`config.mk`:
```
export PLATFORM = sky130hd
export DESIGN_NAME = ieu_scoreboard
export DESIGN_NICKNAME = d
export VERILOG_FILES = /design/src/rtl/ieu_scoreboard.sv
export SDC_FILE = /design/constraint.sdc
export NUM_CORES = 1
export LEC_CHECK = 0
export BUFFER_PORTS_ARGS = -buffer_cell sky130_fd_sc_hd__buf_2
export CORE_MARGIN = 5
export CORE_UTILIZATION = 63
export CTS_CLUSTER_SIZE = 12
export DETAILED_ROUTE_END_ITERATION = 8
export PLACE_DENSITY = 0.85
export REMOVE_ABC_BUFFERS = 1
export SYNTH_ARGS = -nofsm -noshare
export SYNTH_HDL_FRONTEND = slang
export SYNTH_SLANG_ARGS = --single-unit
```
`constraint.sdc`:
```
create_clock -name clk -period 9.55 [get_ports clk]
set_input_delay 0.955 -clock clk [delete_from_list [all_inputs] [get_ports clk]]
set_output_delay 0.955 -clock clk [all_outputs]
set_load 0.1 [all_outputs]
```
`src/rtl/ieu_scoreboard.sv`:
```
// Decode-stage register scoreboard: tracks destinations owed by fixed- or variable-latency units
// and stalls Decode on RAW/WAW hazards against writes that are still outstanding.
module ieu_scoreboard #(
  parameter int NREGS = 32,
  parameter int NRS   = 3,
  parameter int NWB   = 2,
  parameter int LATW  = 4
) (
  input  logic                         clk,
  input  logic                         reset,
  input  logic                         StallD,
  input  logic                         IssueValidD,
  input  logic [4:0]                   IssueRdD,
  input  logic [LATW-1:0]              IssueLatD,
  input  logic [NRS*5-1:0]             RsD,
  input  logic [NRS-1:0]               RsUsedD,
  input  logic                         FlushE,
  input  logic [NWB-1:0]               WbValidW,
  input  logic [NWB*5-1:0]             WbRdW,
  output logic                         ScoreStallD,
  output logic [NREGS-1:0]             PendingO,
  output logic [$clog2(NREGS+1)-1:0]   BusyCount
);

  localparam int CW = $clog2(NREGS+1);

  logic [NREGS-1:0] pend, isVar, done, pendNext, isVarNext;
  logic [LATW-1:0]  cnt [NREGS];
  logic [LATW-1:0]  cntNext [NREGS];
  logic             lastValid;
  logic [4:0]       lastRd;
  logic             accept;
  logic [CW-1:0]    busyNext;
  logic             rawHit, wawHit;
  logic [4:0]       rsIdx;

  assign accept = IssueValidD & ~StallD & (IssueRdD != 5'd0);

  // Writebacks only complete registers that are actually pending.
  always_comb begin
    done = '0;
    for (int r = 1; r < NREGS; r++) begin
      done[r] = pend[r] & ~isVar[r] & (cnt[r] == LATW'(1));
      for (int j = 0; j < NWB; j++) begin
        if (WbValidW[j] && (WbRdW[5*j +: 5] == 5'(r))) done[r] = done[r] | pend[r];
      end
    end
  end

  // Same-register priority: new accept, then flush of the last accept, then completion.
  always_comb begin
    pendNext  = pend;
    isVarNext = isVar;
    cntNext   = cnt;
    busyNext  = '0;
    for (int r = 1; r < NREGS; r++) begin
      if (accept && (IssueRdD == 5'(r))) begin
        pendNext[r]  = 1'b1;
        isVarNext[r] = (IssueLatD == '0);
        cntNext[r]   = IssueLatD;
      end else if (FlushE && lastValid && (lastRd == 5'(r))) begin
        pendNext[r] = 1'b0;
      end else if (done[r]) begin
        pendNext[r] = 1'b0;
        cntNext[r]  = '0;
      end else if (pend[r] && !isVar[r]) begin
        cntNext[r] = cnt[r] - LATW'(1);
      end
    end
    pendNext[0] = 1'b0;
    for (int r = 0; r < NREGS; r++) busyNext = busyNext + CW'(pendNext[r]);
  end

  always_comb begin
    rawHit = 1'b0;
    rsIdx  = '0;
    for (int i = 0; i < NRS; i++) begin
      rsIdx = RsD[5*i +: 5];
      if (RsUsedD[i] && (rsIdx != 5'd0) && pend[rsIdx] && !done[rsIdx]) rawHit = 1'b1;
    end
    wawHit = IssueValidD && (IssueRdD != 5'd0) && pend[IssueRdD] && !done[IssueRdD];
  end

  assign ScoreStallD = rawHit | wawHit;
  assign PendingO    = pend;

  always_ff @(posedge clk) begin
    if (reset) begin
      pend      <= '0;
      isVar     <= '0;
      lastValid <= 1'b0;
      lastRd    <= '0;
      BusyCount <= '0;
      for (int r = 0; r < NREGS; r++) cnt[r] <= '0;
    end else begin
      pend      <= pendNext;
      isVar     <= isVarNext;
      cnt       <= cntNext;
      lastValid <= accept;
      lastRd    <= IssueRdD;
      BusyCount <= busyNext;
    end
  end

endmodule
```
# After elaboration in Yosys (flattened, before gate mapping)

Index checks and enable logic that the tools add are counted.
W data, S select, Z words.

Flip-flop bits (word level): 199
Bits of input ports: 44
Word-level logic and storage cells: 1,045

Add/sub/neg operators: 61
$lt $le $gt $ge: 4
Eq/ne operators: 186
Muxes and demuxes: 298
Bitwise gates (word level): 159
Reductions and logical operators: 270

Operators by type and width:

| operator              | number |
|---|---|
| $mux W4               | 124 |
| $eq A5 B5 Y1 const B  | 64 |
| $logic_and A1 B1 Y1   | 168 |
| $mux W1               | 166 |
| $eq A5 B4 Y1 const B  | 32 |
| $add A6 B1 Y6         | 25 |
| $eq A4 B1 Y1 const B  | 31 |
| $sub A4 B1 Y4 const B | 31 |
| $reduce_bool A3 Y1    | 31 |
| $eq A5 B3 Y1 const B  | 16 |
| $and A1 B1 Y1         | 64 |
| $or A1 B1 Y1          | 63 |
| $ne A2 B2 Y1 const B  | 31 |
| $reduce_and A2 Y1     | 31 |
| $bmux W1 S5           | 8 |
| $eq A5 B2 Y1 const B  | 8 |
| $logic_not A1 Y1      | 35 |
| $not A1 Y1            | 32 |
| $lt A5 B6 Y1 const B  | 4 |
| $eq A5 B1 Y1 const B  | 4 |
| $reduce_bool A5 Y1    | 4 |
| $add A5 B1 Y6         | 1 |
| $add A4 B1 Y5         | 1 |
| $add A3 B1 Y4         | 1 |
| other kinds (3)       | 3 |

# Logic depth before layout (Yosys ltp)

Depth in word-level cells: 40
Mapped depth: 23
Depth with buffers taken out: 23

# Least setup slack after synthesis

OpenSTA, ideal clock, no wires.

Kind: input-to-reg
Start: in IssueRdD[1]
End: reg BusyCount[4]
Setup time: 128 ps
Arrival time: 6,944 ps
Data required time: 9,422 ps
Setup slack: 2,478 ps
Stages on the path: 21
Path through: clkbuf_1 clkbuf_1 nand2_1 clkbuf_1 nor2_1 nor2_1 fa_1 fa_1 fa_1 inv_1 fa_1 fa_1 inv_1 fa_1 inv_1 fa_1 fa_1 a21o_1 a21oi_1 xor2_1 nor2_1

Word-level cells in the longest chain between the ends: 34
Elaborated cells between the ends (all ways): 125
Those cells by class: 30 x add/sub; 31 x eq/ne; 31 x mux; 1 x bitwise; 32 x reduce/logical

RTL lines:

| what                        | line | RTL |
|---|---|---|
| from (decl)                 | 13   | `input logic [4:0] IssueRdD,` |
| $reduce_bool A5 Y1          | 37   | `assign accept = IssueValidD & ~StallD & (IssueRdD != 5'd0);` |
| $and A1 B1 Y1               | 37   |  |
| $logic_and A1 B1 Y1         | 57   | `if (accept && (IssueRdD == 5'(r))) begin` |
| $mux W1                     | 57   |  |
| $add A1 B1 Y2               | 71   | `for (int r = 0; r < NREGS; r++) busyNext = busyNext + CW'(pendNext[r]);` |
| $add A2 B1 Y3               | 71   |  |
| $add A3 B1 Y4               | 71   |  |
| $add A4 B1 Y5               | 71   |  |
| $add A5 B1 Y6               | 71   |  |
| $add A6 B1 Y6 (24 in a row) | 71   |  |
| $add A6 B1 Y6 *             | 71   |  |
| to (signal assigned)        | 101  | `BusyCount <= busyNext;` |
| to (decl)                   | 22   | `output logic [$clog2(NREGS+1)-1:0] BusyCount` |

Mark *: on every way between the ends. The rest lies on a longest branch, timed or not.
A chain may end at the register's enable or synchronous reset.

# Worst setup path after layout

Start: in IssueRdD[0]
End: reg BusyCount[4]

Same word-level chain as after synthesis.

==> key figures <==
Outcome
  • Outcome: complete, no violations

Setup path
  • Critical Path AT: 7.42 ns
  • CP startpoint: IssueRdD[0]
  • WS Path Type: input pin to flip-flop
  • CP Max Fanout: 19
  • Max incr delay on CP: 0.79 ns
  • Startpoint types: input pin
  • WP buf/inv: 4
  • CP max stage cell: nor2b_1
  • Worst r2r src: lastRd[3]
  • CP Capture Type: flip-flop
  • Crit path cell chain: buf_2 -> nor2b_1 -> nand2_1 -> o21a_1 -> fa_1 -> fa_1 -> fa_1 -> inv_1 -> fa_1 -> fa_1 -> inv_1 -> fa_1 -> inv_1 -> fa_1 -> fa_1 -> a21o_1 -> a21oi_1 -> xor2_1 -> nor2_1
  • CP top delay family: adder cells
  • Most used cell along the critical path: fa_1
  • CP required: 9.88 ns
  • Reg2Reg Setup Slack: approximately 2.8 ns
  • Worst r2r dst: BusyCount[4]
  • R2r worst-path depth: 20

Finish
  • Layout area overhead: 7.225%
  • Fraction of layout cells with a size suffix above 1: around 11%
  • # nets final: 2011
  • # fillers: 1938
  • Design area: 0.01578 sq mm

Synthesis
  • Synth unique cells: 76
  • Yosys Warn Count: 0
  • Most common cell in the netlist: nor2_1
  • Multiplexer area fraction after synthesis: under 10%
  • Adder-cell area share of the yosys netlist: 8.994%
  • Mean post-synth cell area: 7.821 sq um
  • Largest cells by area after synthesis: dfxtp_1 27%, nor2_1 7.3%, ha_1 5.9%
  • Top FF cell, synth: dfxtp_1
  • Compound-Gate Fraction of Synth Area: 23.41%
  • XOR/XNOR Fraction of Synth Area: less than 1%
  • Cells after Synth: 1882
  • Yosys top cell by area: dfxtp_1
  • Commonest cells post-synth: 287 x nor2_1, 198 x dfxtp_1, 134 x a21oi_1
  • Synth top area share: 26.93%
  • Synthesized area: approximately 0.015 sq mm
  • Seq/Total Area, Yosys: 26.93%
  • Flops & latches, synth: 198
  • Synth Area in Simple Gates: approximately a quarter
  • FFs w/ async S/R, synth: 0%
  • Largest family of logic cells by synthesized area: simple AND/OR/NAND/NOR gates
  • EDFF count, synth: 0

Global routing
  • Largest net degree at the start of global routing: 102
  • Vias in the first global route: 14.31k
  • Antenna violations before repair: 4
  • First-pass GRT wire length: approximately 79000 microns
  • GRT Resource Usage Total: 38.06%
  • GR Overflow Total: 0

STA
  • Clk_skew: ~0.015 ns
  • Max Fclk: 0.1409 GHz
  • Final Critical Period: 7.098 ns
  • Pins Over Slew Limit: 0
  • Final period utilization: roughly three quarters
  • Final setup viols: 0
  • Worst Max-Slew Pin Slew: 1.187 ns
  • Final Hold Fails: 0
  • Setup TNS: 0 ns
  • Final Worst Setup Slack: 2.452 ns
  • Rel. slew slack: 19.85%
  • RSZ-0062 raised after global routing: false
  • WHS: slightly below 0.5 ns

Floorplan
  • Core box area: 0.02326 sq mm
  • Die width: 162.9 microns
  • Height of the die: 162.9 microns
  • Total Die Area: 0.02652 sq mm
  • Initial Util: 63.27%
  • FP Rows: 56
  • IO Count: 83

Job
  • Max_cap viols: 0

Clocking
  • Post_cts resized: 0
  • Worst-path clk slew: around 0.09 ns
  • CTS buffer count: 17
  • CTS Sinks: 198
  • CTS Hold Bufs: 0
  • H-Tree Depth: 4
  • Clk_lat worst skew: 0.46 ns
  • Setup Buffers After CTS: 0
  • Clk root buf: clkbuf_16
  • CTS Buffer Depth: 2
  • CTS tree: done

Pwr
  • Sw Share: 31.68%
  • Clock power share: between 40% and 50%
  • P_sw: 0.5870 mW
  • Comb power frac: between 10% and 20%
  • P_int: 1.266 mW
  • Pwr Density: 117.4 mW/mm^2
  • Worst vdd ir: 0.1320 mV
  • Reg power frac: 45.8%
  • P_leak: 5.783 nW

Place
  • Placed Area: 0.01516 sq mm
  • Dpl ws: 2.132 ns
  • HPWL Detailed: 36910 microns
  • Port Buffer Count: 81
  • Routability congestion estimate: roughly 1.1

Route
  • WL/cell: 23.24 microns
  • Avg Vias per Cell: 6.955
  • 1st-pass router iterations: 7
  • Residual DRC count: 0
  • First DRT Iteration DRCs: 2313
  • ANT nets after route: 0
  • Post-Route WL: 51340 microns
  • DR vias: 15.36k

Hold path
  • Hold path depth: 2
  • Hold path endpoint: cnt[39]
  • Min-delay src: cnt[39]
  • Hold crit path type: flip-flop to flip-flop
## metal layers
metal | vias up | wire length (microns) | global-route usage, %
met1 | 7123 | 19400 | 48.71
met4 | 4 | 3256 | 19.52
met3 | 297 | 6849 | 12.96
li1 | 6847 | - | -
met5 | - | 21 | 0
met2 | 1092 | 21810 | 57.21
## tightest hold or removal path, stage by stage (launching register included)
cell and delay, ns:
dfxtp_1 0.33, nand2_1 0.06, a21oi_1 0.05
## sequential cells by signal, summed over array words and instances, names as in the netlist
| signal | cells |
|---|---|
| cnt | 124 |
| PendingO | 31 |
| isVar | 31 |
| BusyCount | 6 |
| lastRd | 5 |
| lastValid | 1 |
## kinds of logic after synthesis
family | Yosys count
buf+inv | 245
mux | 69
fa+ha+maj | 92
xor+xnor | 12
compound gates | 516
other cells | 1
flops | 198
simple gates | 749
## worst max path at each step
stage                    to  slack [ns]  depth (start not counted)
6_report       BusyCount[4]        2.45                         19
5_1_grt        BusyCount[4]        2.27                         20
4_1_cts        BusyCount[4]        2.59                         19
3_5_place_dp   BusyCount[4]        2.13                         19
3_3_place_gp   BusyCount[4]        2.25                         19
2_1_floorplan  BusyCount[4]        2.98                         19
## cell usage in the layout (no fill, tap or decap), types with 10 or more instances in the layout
cell type  count
nand3_1       37
mux4_2        36
nand2b_1      33
or4b_1        15
buf_4         13
a311oi_1      19
or4b_2        18
fa_1          23
a211oi_1      60
a21oi_1      134
a221oi_1      19
ha_1          69
nor4_1        17
nor2_1       287
nor3b_1       11
clkbuf_16     17
a22oi_1       15
nor3_1        70
o31ai_1       14
nor2b_1       37
nand3b_1      15
or2_2         10
buf_2         80
o21ai_0      110
nand2_1      125
mux2i_1       27
dfxtp_1      198
o211ai_1      25
or3_1         23
inv_1        124
o221ai_1      37
## power by group through the flow
stage / combinational, mW / sequential, mW / clock [mW]
global placement: 0.225 / 0.866 / 0
CTS: 0.229 / 0.848 / 0.767
floorplan: 0.108 / 0.879 / 0
finish: 0.238 / 0.848 / 0.767
global route: 0.252 / 0.850 / 0.801
detailed placement: 0.228 / 0.867 / 0
## layout make-up
type,count,area (sq um),area share [%]
Multi-Input combinational cell,1439,9817,62.20
Sequential cell,198,3964,25.12
Timing Repair Buffer,94,509.2,3.227
Inverter,125,469.2,2.973
Clock buffer,18,429.2,2.719
Tap cell,319,399.1,2.529
Clock inverter,14,190.2,1.205
Antenna cell,2,5.005,0.03171
## through the flow
| stage | util [%] | power (mW) | instances |
|---|---|---|---|
| after floorplan | - | 0.9868 | 1762 |
| after global placement | 65.16 | 1.092 | 2175 |
| after detailed placement | 65.16 | 1.095 | 2175 |
| after CTS | 67.82 | 1.844 | 2207 |
| after global routing | 67.85 | 1.903 | 2209 |
| final | 67.85 | 1.853 | 2209 |
Power figures use the tool's default switching activity.
